==> config.mk <==
export PLATFORM = sky130hd
export DESIGN_NAME = inst_loader
export DESIGN_NICKNAME = d
export VERILOG_FILES = /design/src/rtl/inst_loader_pkg.sv /design/src/rtl/inst_loader_word_assembler.sv /design/src/rtl/inst_loader.sv
export SDC_FILE = /design/constraint.sdc
export NUM_CORES = 1
export LEC_CHECK = 0
export BUFFER_PORTS_ARGS = -buffer_cell sky130_fd_sc_hd__buf_2
export CAP_MARGIN = 0
export CORE_MARGIN = 3
export CORE_UTILIZATION = 40
export CTS_CLUSTER_DIAMETER = 120
export DETAILED_ROUTE_END_ITERATION = 8
export GPL_TIMING_DRIVEN = 0
export MAX_ROUTING_LAYER = met4
export SETUP_SLACK_MARGIN = 0.2
export SYNTH_ARGS = -nofsm -noshare
export SYNTH_HDL_FRONTEND = slang
export SYNTH_SLANG_ARGS = --single-unit
==> constraint.sdc <==
create_clock -name CLK -period 2.2 [get_ports CLK]
set_clock_uncertainty 0.05 [all_clocks]
set_input_delay 0.11 -clock CLK [delete_from_list [all_inputs] [get_ports CLK]]
set_output_delay 0.11 -clock CLK [all_outputs]
set_load 0.02 [all_outputs]
==> src/rtl/inst_loader_pkg.sv <==
// inst_loader_pkg: shared types and sizes for the instruction-image loader.
`default_nettype none

package inst_loader_pkg;

    typedef enum logic [2:0] {
        IDLE,
        LEN_LO,
        LEN_HI,
        DATA,
        COMMIT,
        CHK,
        DONE,
        ERR
    } loader_state_t;

    localparam int WORD_W         = 32;
    localparam int BYTES_PER_WORD = WORD_W / 8;
    localparam int LEN_W          = 16;

endpackage

`default_nettype wire

==> src/rtl/inst_loader_word_assembler.sv <==
// inst_loader_word_assembler: little-endian byte shift register with a byte-index
// counter; full flags the byte that completes the current word.
`default_nettype none

module inst_loader_word_assembler
    import inst_loader_pkg::*;
#(
    parameter int BYTES = BYTES_PER_WORD
) (
    input  logic                 clk,
    input  logic                 rst_n,
    input  logic                 clear,
    input  logic                 shift_en,
    input  logic [7:0]           byte_in,
    output logic [8*BYTES-1:0]   word_o,
    output logic                 full
);

    localparam int IDX_W = (BYTES > 1) ? $clog2(BYTES) : 1;

    logic [IDX_W-1:0]   idx;
    logic [8*BYTES-1:0] word_next;

    // Bytes enter at the top and move down, so the first byte lands in bits 7:0.
    generate
        if (BYTES > 1) begin : g_multi
            assign word_next = {byte_in, word_o[8*BYTES-1:8]};
        end else begin : g_single
            assign word_next = byte_in;
        end
    endgenerate

    assign full = shift_en && (idx == IDX_W'(BYTES - 1));

    always_ff @(posedge clk or negedge rst_n) begin
        if (!rst_n) begin
            word_o <= '0;
            idx    <= '0;
        end else if (clear) begin
            word_o <= '0;
            idx    <= '0;
        end else if (shift_en) begin
            word_o <= word_next;
            idx    <= full ? '0 : idx + 1'b1;
        end
    end

endmodule

`default_nettype wire

==> src/rtl/inst_loader.sv <==
// inst_loader: writes a length-prefixed byte-stream image into instruction memory
// and holds the core in reset until done. Optional trailing XOR byte: INST_LOADER_CHECKSUM_EN.
`default_nettype none

module inst_loader
    import inst_loader_pkg::*;
#(
    parameter int N         = WORD_W,
    parameter int ADDR_W    = 12,
    parameter int BASE_ADDR = 0
) (
    input  logic              CLK,
    input  logic              RST,
    input  logic              start_i,
    input  logic              byte_valid_i,
    input  logic [7:0]        byte_data_i,
    output logic              byte_ready_o,
    output logic              mem_we_o,
    output logic [ADDR_W-1:0] mem_addr_o,
    output logic [N-1:0]      mem_data_o,
    output logic              core_hold_o,
    output logic              busy_o,
    output logic              done_o,
    output logic              error_o
);

    loader_state_t     state;
    logic [LEN_W-1:0]  count;
    logic [LEN_W-1:0]  words;
    logic [ADDR_W-1:0] addr;
    logic              accept;
    logic              can_start;
    logic              word_full;
    logic [LEN_W-1:0]  len_full;
`ifdef INST_LOADER_CHECKSUM_EN
    logic [7:0]        chk;
`endif

    assign accept    = byte_valid_i && byte_ready_o;
    assign can_start = start_i && (state == IDLE || state == DONE || state == ERR);
    assign len_full  = {byte_data_i, count[7:0]};

    inst_loader_word_assembler #(
        .BYTES (N / 8)
    ) u_asm (
        .clk      (CLK),
        .rst_n    (RST),
        .clear    (can_start),
        .shift_en (accept && state == DATA),
        .byte_in  (byte_data_i),
        .word_o   (mem_data_o),
        .full     (word_full)
    );

    always_ff @(posedge CLK or negedge RST) begin
        if (!RST) begin
            state        <= IDLE;
            byte_ready_o <= 1'b0;
            mem_we_o     <= 1'b0;
            mem_addr_o   <= ADDR_W'(BASE_ADDR);
            core_hold_o  <= 1'b1;
            busy_o       <= 1'b0;
            done_o       <= 1'b0;
            error_o      <= 1'b0;
            count        <= '0;
            words        <= '0;
            addr         <= ADDR_W'(BASE_ADDR);
`ifdef INST_LOADER_CHECKSUM_EN
            chk          <= '0;
`endif
        end else begin
            mem_we_o <= 1'b0;
`ifdef INST_LOADER_CHECKSUM_EN
            if (accept && state != CHK) chk <= chk ^ byte_data_i;
`endif
            if (can_start) begin
                state        <= LEN_LO;
                byte_ready_o <= 1'b1;
                core_hold_o  <= 1'b1;
                busy_o       <= 1'b1;
                done_o       <= 1'b0;
                error_o      <= 1'b0;
                count        <= '0;
                words        <= '0;
                addr         <= ADDR_W'(BASE_ADDR);
`ifdef INST_LOADER_CHECKSUM_EN
                chk          <= '0;
`endif
            end else begin
                case (state)
                    LEN_LO: if (accept) begin
                        count[7:0] <= byte_data_i;
                        state      <= LEN_HI;
                    end
                    LEN_HI: if (accept) begin
                        count[15:8] <= byte_data_i;
                        if (len_full == '0) begin
                            state <= DONE; byte_ready_o <= 1'b0; busy_o <= 1'b0;
                            done_o <= 1'b1; core_hold_o <= 1'b0;
                        end else if ({1'b0, len_full} > (17'd1 << ADDR_W)) begin
                            state <= ERR; byte_ready_o <= 1'b0; busy_o <= 1'b0;
                            error_o <= 1'b1;
                        end else begin
                            state <= DATA;
                        end
                    end
                    DATA: if (word_full) begin
                        state        <= COMMIT;
                        byte_ready_o <= 1'b0;
                        mem_we_o     <= 1'b1;
                        mem_addr_o   <= addr;
                    end
                    COMMIT: begin
                        addr  <= addr + 1'b1;
                        words <= words + 1'b1;
                        if (words + 1'b1 == count) begin
`ifdef INST_LOADER_CHECKSUM_EN
                            state <= CHK; byte_ready_o <= 1'b1;
`else
                            state <= DONE; busy_o <= 1'b0;
                            done_o <= 1'b1; core_hold_o <= 1'b0;
`endif
                        end else begin
                            state        <= DATA;
                            byte_ready_o <= 1'b1;
                        end
                    end
`ifdef INST_LOADER_CHECKSUM_EN
                    CHK: if (accept) begin
                        byte_ready_o <= 1'b0;
                        busy_o       <= 1'b0;
                        if (byte_data_i == chk) begin
                            state <= DONE; done_o <= 1'b1; core_hold_o <= 1'b0;
                        end else begin
                            state <= ERR; error_o <= 1'b1;
                        end
                    end
`endif
                    default: ;
                endcase
            end
        end
    end

endmodule

`default_nettype wire

Word-level counts from Yosys, hierarchy flattened
Index checks and enable logic that the tools add are counted.
Widths: inputs -> output; s select.
- flip-flop bits (word level): 99
- bits of input ports: 12
- output and inout bits: 50
- word-level logic and storage cells: 108
- add/subtract/negate cells: 3
- $lt $le $gt $ge: 1
- eq/ne operators: 16
- multiplexer cells: 48
- bitwise logic cells: 1
- reductions and logical operators: 25
- operators with widths (kind ; count):
    $mux 32 ; 2
    $mux 16 ; 3
    $mux 12 ; 2
    $mux 8 ; 3
    $mux 1 ; 23
    $mux 3 ; 7
    $add 16x1->16 const B ; 1
    $eq 16x16->1 ; 1
    $gt 16x13->1 const B ; 1
    $logic_not 16->1 ; 1
    $reduce_and 4->1 ; 4
    $ne 3x3->1 const B ; 5
    $add 12x1->12 const B ; 1
    $pmux 3 s4 ; 1
    $reduce_bool 2->1 ; 6
    $eq 3x3->1 const B ; 3
    $eq 3x2->1 const B ; 2
    $mux 2 ; 3
    $pmux 1 s2 ; 3
    $reduce_and 5->1 ; 1
    $reduce_bool 5->1 ; 1
    $logic_and 1x1->1 ; 4
    $ne 4x4->1 const B ; 1
    $reduce_and 2->1 ; 2
    12 further kinds ; 13

Depth between registers and ports, before layout
- depth after elaboration: 6
- mapped depth: 9
- mapped depth without buffers: 8

Cells and area by module
A second synthesis with hierarchy kept.
- cells, all modules: 522
- area, all modules: 5146.2 sq um
- modules (own cells, without submodules) (module ; times used ; cells each ; area each (sq um) ; seq. area each (sq um)):
    inst_loader ; 1 ; 410 ; 3718.6 ; 1627.8
    inst_loader_word_assembler ; 1 ; 112 ; 1427.6 ; 850.8

Worst setup path after synthesis
OpenSTA, ideal clock, no wires.
- path kind: register -> register
- start point: register words[0]
- end point: register busy_o
- library setup time: 0.120 ns
- arrival time: 2.054 ns
- path slack: -0.023 ns
- cell stages (with the launch flop): 8
- path through: dfrtp_1 > ha_1 > nand3_4 > or3_4 > xnor2_2 > nor4_1 > nand3_2 > a31o_1
- cells in the longest elaborated chain, start to end: 4
- RTL lines (item ; RTL line ; RTL):
    from (decl) ; inst_loader.sv:29 ; logic [LEN_W-1:0] words;
    from (signal assigned) ; inst_loader.sv:115 ; words <= words + 1'b1;
    $add 16x1->16 ; inst_loader.sv:116 ; if (words + 1'b1 == count) begin
    $eq 16x16->1 ; inst_loader.sv:116 ;
    $ne 3x3->1 (no line) ; - ;
    $reduce_and 4->1 (no line) ; - ;
    to (signal assigned) ; inst_loader.sv:98 ; state <= DONE; byte_ready_o <= 1'b0; busy_o <= 1'b0;
    to (signal assigned) ; inst_loader.sv:101 ; state <= ERR; byte_ready_o <= 1'b0; busy_o <= 1'b0;
    to (signal assigned) ; inst_loader.sv:120 ; state <= DONE; busy_o <= 1'b0;
    to (decl) ; inst_loader.sv:22 ; output logic busy_o,
No other way between the ends.
A chain may end at the register's enable or synchronous reset.

Final worst setup path
- start point: register words[0]
- end point: register core_hold_o
- cells in the longest elaborated chain, start to end: 4
- RTL lines (item ; RTL line ; RTL):
    $add 16x1->16 ; inst_loader.sv:116 ;
    $eq 16x16->1 ; inst_loader.sv:116 ;
    $ne 3x3->1 (no line) ; - ;
    $reduce_and 4->1 (no line) ; - ;
    to (signal assigned) ; inst_loader.sv:79 ; core_hold_o <= 1'b1;
    to (signal assigned) ; inst_loader.sv:99 ; done_o <= 1'b1; core_hold_o <= 1'b0;
    to (signal assigned) ; inst_loader.sv:121 ; done_o <= 1'b1; core_hold_o <= 1'b0;
    to (decl) ; inst_loader.sv:21 ; output logic core_hold_o,
No other way between the ends.

==> metrics <==
FF+latch count, synth 99; Fin. Hold Viols 0; Overflow after GRT 0; Max-Cap Viols 0; Site Rows 39; PD cells 1091 nW/um^2; YS warnings 0; first-pass GRT wire length slightly below 20000 um; crit end category flip-flop; Die X ~120 um; RR Endpoint core_hold_o; peak supply drop 479.9 uV; register area about 2500 um^2; Critical Path Start words[0]; max incr delay on CP about 0.45 ns; Mapped Cells roughly 480; drt drc 0; Fin Hold WS 0.01526 ns; share of cells above drive strength 1 29.31%; Worst path top cell family by delay simple AND/OR/NAND/NOR gates; WL final about 12000 um; class of the worst hold path in2reg; CP Cell Sequence ha_4 -> and4_1 -> nand2_1 -> o211ai_1 -> a31oi_1 -> nor4_4 -> nand3_2 -> a31o_1; setup TNS -0.08733 ns; critical path class reg2reg; CP required 2.42 ns; core area 11610 um^2; IO buf count 61; largest net degree at the start of global routing 63; Mapped Area 4832 um^2; footprint of the multi-input gates about 2400 um^2; most frequent cells in the layout dfrtp_1, nand2_1, buf_2; HPWL Detailed 8567 um; die area around 13000 um^2; # setup viols final 2; Crit-path slowest cell dfrtp_2; max_slew headroom 62.43%; CTS clk-pin slew, worst paths 0.07 ns; crit path max fanout 6; crit path capture core_hold_o; reg2reg start words[0]; Yosys cell types 57; fin crit period 2.244 ns; DR vias/cell about 5.4; wire per inst between 15 and 20 um; Worst R2R Path Depth 8; initial antenna violation count 0; Final period util 102.0%; unrepaired setup endpoints after global routing true; vias in the first global route 3755; initial core utilization 41.61%; Mapped Avg Cell Area 10.11 um^2; Final WS setup -0.04434 ns; placed insts a little under 700; commonest non-fill, non-tap cell in the layout dfrtp_1; clk_lat worst skew 0.34 ns; Area Growth Syn to Fin 24.47%; number of diodes 0; ys flop type dfrtp_1; clk buf depth 2; final slew viol count 0; Mapped Nets 493; Worst path depth 8; CTS Sinks 99; ys async rst share 100.0%; GRT Util Overall 18.91%; Worst setup SP type flip-flop; WP data arrival about 2.5 ns; leakage power 0.002835 uW; fmax 0.4456 GHz; Design Area, Final between 6000 and 7000 um^2; CTS tree built; DRT iter0 DRCs around 240; largest cells by area after synthesis dfrtp_1, nand2_1, mux2i_1, nor2_1, a21oi_1; Nets 590; R2R Setup Slk -0.04 ns; top cell type's share of synthesized area 50.75%; TritonRoute pass-1 iters 4; Placed Instance Area 5375 um^2; clk root buf clkbuf_16; CTS Buf Count 9; failing checks setup timing; post-synthesis sequential area ratio 51.29%; Filler Cell Count 1087; status complete, but fails checks; routability cong. 0.8517; Die Ht 115.9 um; ANT nets after route 0; Synth area leader dfrtp_1; worst slew pin tran 0.5635 ns; IO Count 62; Power, Total between 6000 and 7000 uW; via count between 3000 and 4000; H-tree levels 3; Post-synth EDFFs 0; Buffers & Inverters on Critical Path 0; Layout Cells excl Fill 723
cell usage after synthesis, types with 3 or more instances:
cell / n
xor2_1: 15
ha_1: 3
clkbuf_1: 18
xnor2_1: 12
o21ai_0: 22
nand3_1: 9
and3_1: 5
o211ai_1: 4
mux2i_1: 22
nand2_1: 71
nor2b_1: 4
nor4_1: 5
nor2_1: 49
nor3_1: 6
a22o_1: 17
a21oi_1: 35
dfrtp_1: 98
and4_1: 3
o22ai_1: 3
o31ai_1: 6
buf_2: 4
nand4_1: 8
inv_1: 4
mux2_2: 11
logic make-up after synthesis:
family	after synthesis	synth area share (%)
adders and majority gates	3	0.7769
and+or+nand+nor	185	19.63
AOI/OAI and AO/OA	101	13.18
DFF	99	51.29
xor gates and xnor gates	29	5.567
buffers and inverters	28	2.434
muxes	33	7.121
worst min-delay path by stage:
stage,to,cells after the start,startpoint
3_5_place_dp,busy_o,1,RST
2_1_floorplan,addr[0],0,RST
3_3_place_gp,u_asm.word_o[26],3,byte_data_i[2]
4_1_cts,u_asm.word_o[29],3,byte_data_i[5]
5_1_grt,u_asm.word_o[29],3,byte_data_i[5]
6_report,u_asm.word_o[29],3,byte_data_i[5]
area by class of cell:
| type | count | share of cell area (%) |
|---|---|---|
| multi-input combinational | 351 | 39.19 |
| clock buffer | 11 | 3.869 |
| inverter | 4 | 0.2496 |
| clock inverter | 5 | 1.019 |
| buffer | 24 | 2.559 |
| sequential | 99 | 41.36 |
| timing repair buffer | 86 | 8.779 |
| tap | 143 | 2.975 |
what timing repair did:
action | CTS | global route
pin swaps | 8 | 3
resized for setup | 25 | 39
hold endpoints to repair | 40 | 0
buffers inserted | 12 | 7
hold buffers | 5 | 0
endpoints found under the setup margin | 73 | 74
sequential cells by signal (all words and copies together) (netlist names), 2 cells and up:
| signal | flops |
|---|---|
| addr | 12 |
| count | 16 |
| mem_addr_o | 12 |
| state | 3 |
| u_asm.idx | 2 |
| u_asm.word_o | 32 |
| words | 16 |
through the flow:
step / setup slack, ns / utilization, %
after CTS: 0.005735 / 50.66
after floorplan: 0.1400 / -
after detailed placement: -0.1542 / 46.28
after global placement: -0.2689 / 46.02
final: -0.04434 / 51.79
after global routing: -0.1491 / 51.79
where the power goes:
| part | leakage (uW) | total [uW] | internal (uW) | switching [uW] |
|---|---|---|---|---|
| Clock | 0.000144 | 1570 | 889 | 676 |
| Sequential | 0.00134 | 2650 | 2230 | 416 |
| Combinational | 0.00136 | 2350 | 938 | 1410 |
| Total | 0.00284 | 6560 | 4060 | 2510 |
routing by layer:
layer | wire length, um | up-vias | part of all wire [%] | GRT usage (%)
met3 | 419 | 11 | 3.5 | 3.446
met1 | 5786 | 1908 | 48 | 26.00
met2 | 5775 | 83 | 48 | 29.15
met4 | 120 | 0 | 0.99 | 4.640
li1 | - | 1888 | - | -
met5 | 0 | - | 0 | -
tightest hold or removal path: stages:
cell and delay, ns:
buf_2 0.13, nand2_1 0.06, a21oi_1 0.05
No activity file was read; power rests on OpenSTA's default activity.
